===== config.mk =====
export PLATFORM = sky130hd
export DESIGN_NAME = alu
export DESIGN_NICKNAME = d
export VERILOG_FILES = /design/src/rtl/alu.sv
export SDC_FILE = /design/constraint.sdc
export NUM_CORES = 1
export LEC_CHECK = 0
export BUFFER_PORTS_ARGS = -buffer_cell sky130_fd_sc_hd__buf_4
export CAP_MARGIN = 0
export CORE_MARGIN = 8
export CORE_UTILIZATION = 62
export CTS_BUF_LIST = sky130_fd_sc_hd__clkbuf_16
export DETAILED_ROUTE_END_ITERATION = 7
export PLACE_DENSITY_LB_ADDON = 0.1
export SYNTH_ARGS = -nofsm -noshare
export SYNTH_HDL_FRONTEND = slang
export SYNTH_SLANG_ARGS = --single-unit

===== constraint.sdc =====
create_clock -name clk -period 0.8 [get_ports clk]
set_input_delay 0.2 -clock clk [delete_from_list [all_inputs] [get_ports clk]]
set_output_delay 0.2 -clock clk [all_outputs]
set_load 0.01 [all_outputs]

===== src/rtl/alu.sv =====
// Single-cycle registered ALU with RISC-V style fn/funct7 decode.
// Optional `ALU_FLAGS_EN adds registered zero/neg/carry/ovf outputs.

package alu_fns;
   typedef enum logic [2:0] {
      FN_ADD_SUB = 3'b000,
      FN_SLL     = 3'b001,
      FN_SLT     = 3'b010,
      FN_SLTU    = 3'b011,
      FN_XOR     = 3'b100,
      FN_SRL_SRA = 3'b101,
      FN_OR      = 3'b110,
      FN_AND     = 3'b111
   } alu_fn_t;

   typedef enum logic [6:0] {
      F7_ADD_SRL = 7'h00,
      F7_SUB_SRA = 7'h20
   } funct7_t;
endpackage

module alu
   import alu_fns::*;
#(
   parameter int unsigned WIDTH = 32
) (
   input  logic             clk,
   input  logic             rst_n,
   input  logic             in_valid,
   input  logic [2:0]       fn,
   input  logic [6:0]       funct7,
   input  logic [WIDTH-1:0] a,
   input  logic [WIDTH-1:0] b,
   output logic [WIDTH-1:0] out,
   output logic             out_valid
`ifdef ALU_FLAGS_EN
   ,
   output logic             zero,
   output logic             neg,
   output logic             carry,
   output logic             ovf
`endif
);

   localparam int unsigned SHW = $clog2(WIDTH);

   alu_fn_t          op_c;
   logic             alt_c;
   logic [SHW-1:0]   shamt_c;
   logic [WIDTH-1:0] b_op_c;
   logic [WIDTH-1:0] sra_c;
   logic [WIDTH-1:0] res_c;

   assign op_c    = alu_fn_t'(fn);
   assign alt_c   = (funct7 != 7'h00);
   assign shamt_c = b[SHW-1:0];
   assign b_op_c  = alt_c ? ~b : b;
   // kept as its own signal so the arithmetic shift stays signed
   assign sra_c   = $signed(a) >>> shamt_c;

   // subtract is a + ~b + 1; carry-out of that sum is the no-borrow flag
`ifdef ALU_FLAGS_EN
   logic [WIDTH:0]   sum_c;
   logic             is_addsub_c;
   logic             ovf_c;
   assign sum_c       = {1'b0, a} + {1'b0, b_op_c} + (WIDTH+1)'(alt_c);
   assign is_addsub_c = (op_c == FN_ADD_SUB);
   assign ovf_c       = (a[WIDTH-1] == b_op_c[WIDTH-1]) &&
                        (sum_c[WIDTH-1] != a[WIDTH-1]);
`else
   logic [WIDTH-1:0] sum_c;
   assign sum_c = a + b_op_c + WIDTH'(alt_c);
`endif

   always_comb begin
      res_c = '0;
      case (op_c)
         FN_ADD_SUB: res_c = sum_c[WIDTH-1:0];
         FN_SLL:     res_c = a << shamt_c;
         FN_SLT:     res_c = WIDTH'($signed(a) < $signed(b));
         FN_SLTU:    res_c = WIDTH'(a < b);
         FN_XOR:     res_c = a ^ b;
         FN_SRL_SRA: res_c = alt_c ? sra_c : (a >> shamt_c);
         FN_OR:      res_c = a | b;
         FN_AND:     res_c = a & b;
         default:    res_c = '0;
      endcase
   end

   always_ff @(posedge clk or negedge rst_n) begin
      if (!rst_n) begin
         out       <= '0;
         out_valid <= 1'b0;
      end else begin
         out_valid <= in_valid;
         if (in_valid) begin
            out <= res_c;
         end
      end
   end

`ifdef ALU_FLAGS_EN
   always_ff @(posedge clk or negedge rst_n) begin
      if (!rst_n) begin
         zero  <= 1'b0;
         neg   <= 1'b0;
         carry <= 1'b0;
         ovf   <= 1'b0;
      end else if (in_valid) begin
         zero  <= (res_c == '0);
         neg   <= res_c[WIDTH-1];
         carry <= is_addsub_c & sum_c[WIDTH];
         ovf   <= is_addsub_c & ovf_c;
      end
   end
`endif

endmodule


==> qor.csv, run 1 <==
metric;value;unit
worst setup slack after placement;-2.67;ns
initial core utilization;0.629;
post-synthesis mux area share;0.174;
proportion of synthesized chip area in sequential cells;0.0910;
synthesized cell area;9080;sq um
Post-synth EDFFs;0;
IO Count;110;
PortBufs;109;
total gr overflow;11;
Avg Cell Area, Syn;7.60;sq um
Post-Synth Simple-Gate Area;0.168;
dominant cell type by area after synthesis;ha_1;
yosys warns;0;
Log Error;[ERROR GRT-0116] Global routing finished with congestion. Check the congestion regions in the DRC Viewer.;
number of synthesized register bits;33;
syn_nets;1399;
Stopped at;global routing (5_1_grt);
CTS Buffer Depth;2;
Root Driver;clkbuf_16;
XOR/XNOR Fraction of Synth Area;0.0550;
Max H-tree Level;2;
die span in x;137;microns
die height;137;microns
synth unique cells;71;
status;stopped before the end;
Post-Synth Adder-Cell Area;0.177;
first-pass GRT wire length;93600;microns
total track usage;0.660;
DPL Wire Length;35700;microns
GPL Wtd Cong;1.14;
Synth async-reset ratio;1.00;
largest family of logic cells by synthesized area;compound AO/OA/AOI/OAI gates;
Clock Sinks;33;
Synth top area share;0.175;
number of global-route vias before repair;15600;
synth top area cells;ha_1 (18%), mux4_2 (12%), dfrtp_1 (9.1%);
Compound-Gate Fraction of Synth Area;0.259;
# rows;44;
Syn Inst Count;1194;
pin count of the biggest net entering global routing;53;
TritonCTS Buffers;5;
Main synth FF type;dfrtp_1;
-- through the flow --
step                TNS, ns   util  instances  instance area (sq um)  hold WS (ns)
floorplan            -61.15      -       1194                   9270       -0.0956
global placement     -72.71  0.876       1770                  12600         0.175
detailed placement   -76.35  0.876       1770                  12600         0.175
CTS                  -69.78  0.951       1817                  13700         0.403
-- synthesized netlist by cell type (6+ instances only) --
cell type,count
a211oi_1,21
a21o_1,10
a21oi_1,116
a221oi_1,15
a22oi_1,9
a31oi_1,18
buf_1,6
buf_2,19
clkbuf_1,46
dfrtp_1,33
ha_1,127
inv_1,93
mux2i_1,44
mux4_2,48
nand2_1,78
nand2b_1,8
nand3_1,14
nor2_1,165
nor2b_1,6
nor3_1,28
nor4_1,7
o211ai_1,22
o21ai_0,73
o21bai_1,6
o221ai_1,7
o22ai_1,9
o31ai_1,6
o32a_1,8
or3_1,10
xnor2_1,44
xor2_1,13
-- metal layers --
layer / overflow / GRT usage
met5: 0 / 0.305
met4: 4 / 0.600
met1: 0 / 0.646
met3: 0 / 0.548
met2: 7 / 0.823
-- timing repair --
action,4_1_cts
pin swaps,55
endpoints found under the hold margin,33
endpoints found under the setup margin,65
buffers inserted,38
resized for setup,128
gates cloned,2
hold buffers,1
-- logic make-up after synthesis --
| logic type | count (synthesis) |
|---|---|
| AO/OA/AOI/OAI | 365 |
| XOR/XNOR | 57 |
| adder cells (fa/ha/maj) | 128 |
| buffers and inverters | 172 |
| flip-flops | 33 |
| multiplexers | 97 |
| AND/OR/NAND/NOR | 342 |
==> run 2, diff against run 1 <==
--- a/config.mk
+++ b/config.mk
@@ -8,10 +8,9 @@
 export BUFFER_PORTS_ARGS = -buffer_cell sky130_fd_sc_hd__buf_4
 export CAP_MARGIN = 0
 export CORE_MARGIN = 8
-export CORE_UTILIZATION = 62
-export CTS_BUF_LIST = sky130_fd_sc_hd__clkbuf_16
+export CORE_UTILIZATION = 40
 export DETAILED_ROUTE_END_ITERATION = 7
-export PLACE_DENSITY_LB_ADDON = 0.1
+export PLACE_DENSITY_LB_ADDON = 0.15
 export SYNTH_ARGS = -nofsm -noshare
 export SYNTH_HDL_FRONTEND = slang
 export SYNTH_SLANG_ARGS = --single-unit
==> run 2 against run 1 <==
The flow now finishes, with violations (negative setup slack). Synthesized cell count unchanged. Synthesized area did not move.
==> qor.csv, run 2 <==
metric;value;unit;change
pin count of the biggest net entering global routing;45;;
Root Driver;clkbuf_16;;
DRC violations left;0;;
die area;27800;sq um;
share of cells above drive strength 1;0.463;;
r2r endpoint;out[16]$_DFFE_PN0P_;;
Post-synth EDFFs;0;;unchanged
total track usage;0.325;;
slowest stage cell, crit path;o32a_1;;
worst-skew pair later-pin latency;0.28;ns;
CTS tree;done;;
slew of the pin with the lowest slew margin;0.688;ns;
placed insts;1935;;+9.3%
placed cell areas;13300;sq um;+5.3%
leakage power;7.06;nW;
WL final;47600;microns;
Slew headroom;0.537;;
Max stage delay on crit path;0.34;ns;
final instance count without filler cells;2006;;
Main synth FF type;dfrtp_1;;
most numerous cell in the Yosys netlist;nor2_1;;
path category of the worst min-delay check;in2async;;
number of global-route vias before repair;11500;;
failing checks;negative setup slack;;
Power Density;1010;nW/um^2;
Cell Int Power;8.55;mW;
Clock transition at path regs;0.06;ns;
Syn Inst Count;1194;;unchanged
vias per std cell;5.95;;
Area growth syn-to-layout;65.3;%;
Arr. time, crit path;3.28;ns;
DPL Wire Length;38200;microns;+7.2%
Post-DRT Antenna Nets;0;;
Synth async-reset ratio;1.00;;unchanged
initial core utilization;0.405;;-0.225
reg2reg start;out[16]$_DFFE_PN0P_;;
number of synthesized register bits;33;;unchanged
max FFs per register;32;;
Setup Viol. Count Final;65;;
worst-path cell chain;buf_6, nor4_4, and2_4, buf_12, buf_12, xnor2_4, ha_4, o211ai_1, a21oi_4, nand3b_1, a41o_4, o21ai_4, buf_4, nand2_2, a21oi_2, nor4b_1, o32a_1;;
fin nets;1925;;
clock share of power;0.129;;
number of diodes;0;;
yosys warns;0;;unchanged
sequential power share;0.139;;
status;complete, but fails checks;;
synth top area cells;ha_1 (18%), mux4_2 (12%), dfrtp_1 (9.1%);;
synthesized cell area;9080;sq um;unchanged
DRT iter0 DRCs;1605;;
r2r worst-path depth;3;;
FMAX;321;MHz;
DRT Pass-1 Iters;6;;
dominant cell type by area after synthesis;ha_1;;
die height;167;microns;+22%
Peak VDD IR;0.798;mV;
WS Path Type;in2reg;;
Filler Cells Inserted;1930;;
GPL Wtd Cong;1.09;;-4.1%
PnR worst setup slack;-2.31;ns;
top cells by count, synth;nor2_1 (165), ha_1 (127), a21oi_1 (116);;
register area;826;sq um;
Required @ worst endpoint;0.97;ns;
Switching Fraction;0.435;;
period utilization;3.89;;
NetSw;6.60;mW;
Final min period;3.11;ns;
final hold slack;0.398;ns;
PortBufs;109;;unchanged
Combinational Power Share;0.732;;
IO Count;110;;unchanged
Crit. End Element;register;;
synth unique cells;71;;unchanged
Top reg by flops;out;;
die span in x;167;microns;+22%
largest registers;out: 32 flops, out_valid: 1 flops;;
most common cell after layout, fill and taps aside;buf_4;;
Top cell by count, worst path;buf_12;;
max-cap viol count;0;;
TritonCTS Buffers;5;;unchanged
antenna violations before repair;0;;
Core Region;22400;sq um;
first-pass GRT wire length;70000;microns;
Post-Route Utilization;0.669;;
CTS Buffer Depth;2;;unchanged
# rows;55;;+25%
Max H-tree Level;2;;unchanged
Synth top area share;0.175;;unchanged
syn_nets;1399;;unchanged
via count;11900;;
proportion of synthesized chip area in sequential cells;0.0910;;unchanged
Post-Route Skew;0;ns;
Avg Cell Area, Syn;7.60;sq um;unchanged
CP startpoint kind;primary input;;
area of the multi-input gates;8440;sq um;
total gr overflow;0;;
r2r setup slk;-0.16;ns;
fin area;15000;sq um;
Final Hold Vio Count;0;;
commonest cells after routing, fill and taps aside;buf_4 (524), nor2_1 (155), ha_1 (115), a21oi_1 (91), inv_1 (86);;
DR WL/cell;23.7;microns;
fin. max-slew vios;0;;
RSZ-0062 raised after global routing;yes;;
Clock Sinks;33;;unchanged
Critical Path Fanout Max;8;;
-- run 2: how the worst max path moves through the flow --
stage	from	to	slack, ns	depth (start not counted)
finish	funct7[0]	out[24]$_DFFE_PN0P_	-2.31	17
global placement	funct7[0]	out[30]$_DFFE_PN0P_	-2.61	16
detailed placement	funct7[0]	out[24]$_DFFE_PN0P_	-2.68	15
floorplan	funct7[0]	out[31]$_DFFE_PN0P_	-2.30	15
global route	funct7[0]	out[24]$_DFFE_PN0P_	-2.41	17
CTS	funct7[3]	out[31]$_DFFE_PN0P_	-2.29	17
-- run 2: per-stage QoR --
step / setup TNS [ns] / setup WS (ns) / total power [mW]
global placement: -74.31 / -2.61 / 11.3
detailed placement: -75.58 / -2.68 / 11.4
global route: -74.35 / -2.41 / 15.8
floorplan: -61.15 / -2.30 / 6.27
finish: -71.02 / -2.31 / 15.1
CTS: -70.30 / -2.29 / 14.3
-- run 2: logic make-up (layout without fill, tap and decap cells) --
family | count (synthesis) | after routing | synth area share
DFF | 33 | 33 | 0.0910
muxes | 97 | 97 | 0.174
xor gates and xnor gates | 57 | 57 | 0.0550
and+or+nand+nor | 342 | 342 | 0.168
adders and majority gates | 128 | 128 | 0.177
AOI/OAI and AO/OA | 365 | 365 | 0.259
buffers and inverters | 172 | 699 | 0.0766
-- run 2: repair_timing --
action                                  4_1_cts  5_1_grt
gates resized for setup                     152       73
setup buffers                                43       24
hold endpoints to repair                     33        0
gates cloned                                  1        0
hold buffers                                  1        0
endpoints found under the setup margin       65       65
pin swaps                                    60       71
-- run 2: power by group through the flow --
stage	Combinational, mW	Sequential, mW	Clock [mW]
after floorplan	4.11	2.16	0
after global placement	9.24	2.09	0
after detailed placement	9.29	2.10	0
after CTS	10.2	2.10	1.99
after global routing	11.6	2.12	2.02
final	11.1	2.11	1.96
-- run 2: final cells by class --
type / count / area share
multi-input cells: 989 / 0.562
repair buffers: 595 / 0.325
clock buffers: 6 / 0.00859
clock inverters: 2 / 0.000667
inverters: 96 / 0.0248
flip-flops and latches: 33 / 0.0550
well taps: 285 / 0.0238
-- run 2: critical path, delay by kind of cell --
family / cells / cell delay, ns
adder cells (fa/ha/maj): 1 / 0.24
AO/OA/AOI/OAI: 6 / 1.29
XOR/XNOR: 1 / 0.14
buffers and inverters: 4 / 0.56
AND/OR/NAND/NOR: 5 / 0.84
-- run 2: per-layer routing --
metal / wire length [microns] / up-vias / global-route usage
met3: 5240 / 102 / 0.0544
li1: - / 5410 / -
met4: 1550 / 0 / 0.109
met1: 20500 / 5707 / 0.463
met2: 20400 / 718 / 0.488
met5: 0 / - / 0
Power figures use the tool's default switching activity.
==> run 3, diff against run 2 <==
==> constraint.sdc (replaced) <==
create_clock -name clk -period 3.6 [get_ports clk]
set_input_delay 0.9 -clock clk [delete_from_list [all_inputs] [get_ports clk]]
set_output_delay 0.9 -clock clk [all_outputs]
set_load 0.01 [all_outputs]
==> run 3 against run 2 <==
The flow still finishes with violations (negative setup slack). Setup slack improved by 2.2 ns. Routed wire length decreased by 11%. Clock-buffer cell count decreased by 1. First-iteration DRC count decreased by 25%. Combinational power decreased by 83%. Critical path depth unchanged. Clock skew unchanged. Cell count decreased by 14%. Critical path type unchanged.
==> qor.csv, run 3 (synthesis results as in run 2) <==
metric;value;unit;change
die height;167;microns;unchanged
DRC violations left;0;;unchanged
Clock transition at path regs;0.05;ns;about the same
Setup Viol. Count Final;10;;-85%
Worst Setup EP;out[31]$_DFFE_PN0P_;;
leakage power;5.54;nW;-22%
Final Hold Vio Count;0;;unchanged
r2r endpoint;out[1]$_DFFE_PN0P_;;
placed cell areas;11400;sq um;-14%
Clock Sinks;33;;unchanged
clock share of power;0.154;;+0.025
vias per std cell;6.15;;+3.3%
via count;10600;;-11%
Max H-tree Level;2;;unchanged
met3 Use GR;0.0688;;+0.0144
Power Density;232;nW/um^2;-77%
Core Region;22400;sq um;unchanged
NetSw;1.29;mW;-80%
Slew headroom;0.506;;-0.0303
fin area;12100;sq um;-19%
Final min period;3.74;ns;
GPL Wtd Cong;1.02;;-6.1%
number of global-route vias before repair;10100;;-12%
DRT Pass-1 Iters;8;;+2
Critical Path Fanout Max;7;;-1
max-cap viol count;0;;unchanged
failing checks;negative setup slack;;
global-route met1 utilization;0.411;;-0.0523
TritonCTS Buffers;5;;unchanged
slew of the pin with the lowest slew margin;0.741;ns;+0.0527 ns
CP startpoint kind;primary input;;
WL final;42400;microns;-11%
status;complete, but fails checks;;
Switching Fraction;0.459;;+0.0239
Cell Int Power;1.52;mW;-82%
CTS tree;done;;
Required @ worst endpoint;3.77;ns;+2.80 ns
max FFs per register;32;;unchanged
total gr overflow;0;;unchanged
worst-skew pair later-pin latency;0.28;ns;about the same
path category of the worst min-delay check;reg2reg;;
reg2reg start;out[1]$_DFFE_PN0P_;;
number of diodes;0;;unchanged
most used routing layer;met2;;
period utilization;1.04;;
DR WL/cell;24.5;microns;+3.4%
sequential power share;0.162;;+0.023
CTS Buffer Depth;2;;unchanged
IO Count;110;;unchanged
RSZ-0062 raised after global routing;yes;;
first-pass GRT wire length;62700;microns;-10%
Arr. time, crit path;3.91;ns;+0.63 ns
largest registers;out: 32 flops, out_valid: 1 flops;;
fin. max-slew vios;0;;unchanged
DPL Wire Length;33100;microns;-13%
r2r worst-path depth;2;;-1
initial core utilization;0.405;;unchanged
commonest cells after routing, fill and taps aside;buf_4 (300), nor2_1 (163), ha_1 (126), a21oi_1 (98), inv_1 (93);;
Crit. End Element;register;;
# rows;55;;unchanged
DRT iter0 DRCs;1210;;-25%
most common cell after layout, fill and taps aside;buf_4;;
Root Driver;clkbuf_16;;
Combinational Power Share;0.684;;-0.048
final hold slack;0.477;ns;+0.0792 ns
Post-Route Skew;0;ns;unchanged
pin count of the biggest net entering global routing;71;;+58%
met2 Usage GRT;0.433;;-0.0551
PortBufs;109;;unchanged
die area;27800;sq um;unchanged
FMAX;267;MHz;
die span in x;167;microns;unchanged
share of cells above drive strength 1;0.315;;-0.147
PnR worst setup slack;-0.142;ns;+2.17 ns
Post-DRT Antenna Nets;0;;unchanged
Area growth syn-to-layout;33.4;%;
antenna violations before repair;0;;unchanged
Top reg by flops;out;;
CP startpoint;funct7[3];;
Peak VDD IR;0.187;mV;-77%
CTS Hold Buffers Added;0;;-1
WS Path Type;in2reg;;
total track usage;0.290;;-0.0352
fin nets;1645;;-15%
r2r setup slk;2.84;ns;+3.00 ns
[run 3: cell count changes in the layout (fill, tap and decap cells not counted), moves of 9 or more]
cell	previous run	this run
buf_6	53	10
o21ai_0	52	61
buf_4	524	300
ha_4	9	0
ha_1	115	126
[run 3: through the flow]
stage / total power [mW] / setup TNS, ns / utilization / instances / setup slack [ns]
after CTS: 2.68 / -0.413 / 0.523 / 1719 / -0.108
after floorplan: 1.38 / -1.17 / - / 1194 / -0.209
after global routing: 2.95 / -2.63 / 0.540 / 1726 / -0.312
final: 2.82 / -0.720 / 0.540 / 1726 / -0.142
after global placement: 2.21 / -8.66 / 0.509 / 1703 / -0.530
after detailed placement: 2.21 / -9.27 / 0.509 / 1703 / -0.560
[run 3: timing repair]
action / CTS / global route
gates resized for setup: 21 / 68
gates cloned: 1 / 0
setup buffers: 7 / 8
pin swaps: 16 / 36
setup endpoints to repair: 19 / 23
endpoints found under the hold margin: 0 / 0
[run 3: layer usage]
metal	routed length [microns]	vias up
met5	0	-
met4	1070	0
met3	4760	66
met2	17900	582
met1	18700	5104
li1	-	4858
[run 3: power by group through the flow]
stage / sequential, mW / clock [mW] / combinational [mW]
after floorplan: 0.480 / 0 / 0.898
after global placement: 0.461 / 0 / 1.75
after detailed placement: 0.463 / 0 / 1.75
after CTS: 0.456 / 0.442 / 1.78
after global routing: 0.461 / 0.453 / 2.04
final: 0.456 / 0.434 / 1.92
[run 3: worst min-delay path by stage]
stage          slack [ns]  depth (start not counted)                 from             endpoint
2_1_floorplan        0.52                          1  out[20]$_DFFE_PN0P_  out[20]$_DFFE_PN0P_
3_3_place_gp         0.47                          1   out[9]$_DFFE_PN0P_   out[9]$_DFFE_PN0P_
3_5_place_dp         0.47                          1   out[9]$_DFFE_PN0P_   out[9]$_DFFE_PN0P_
4_1_cts              0.48                          1   out[9]$_DFFE_PN0P_   out[9]$_DFFE_PN0P_
5_1_grt              0.49                          1   out[9]$_DFFE_PN0P_   out[9]$_DFFE_PN0P_
6_report             0.48                          1   out[9]$_DFFE_PN0P_   out[9]$_DFFE_PN0P_
[run 3: layout make-up]
type,count,area [sq um]
multi-input cells,990,7980
repair buffers,314,2440
inverters,96,360
flip-flops and latches,33,826
clock inverters,3,17.5
clock buffers,5,125
well taps,285,357
fillers,2161,10300
[run 3: worst max-delay path: stages]
cell	delay, ns
buf_6	0.10
nor4_4	0.28
buf_4	0.19
and2_4	0.26
xnor2_2	0.08
ha_1	0.35
nand4b_1	0.12
a21oi_2	0.07
nor4b_2	0.26
buf_4	0.17
o2bb2ai_4	0.09
a221oi_2	0.25
buf_4	0.19
o211ai_1	0.11
xnor2_1	0.16
a221oi_2	0.27
nor2_1	0.06
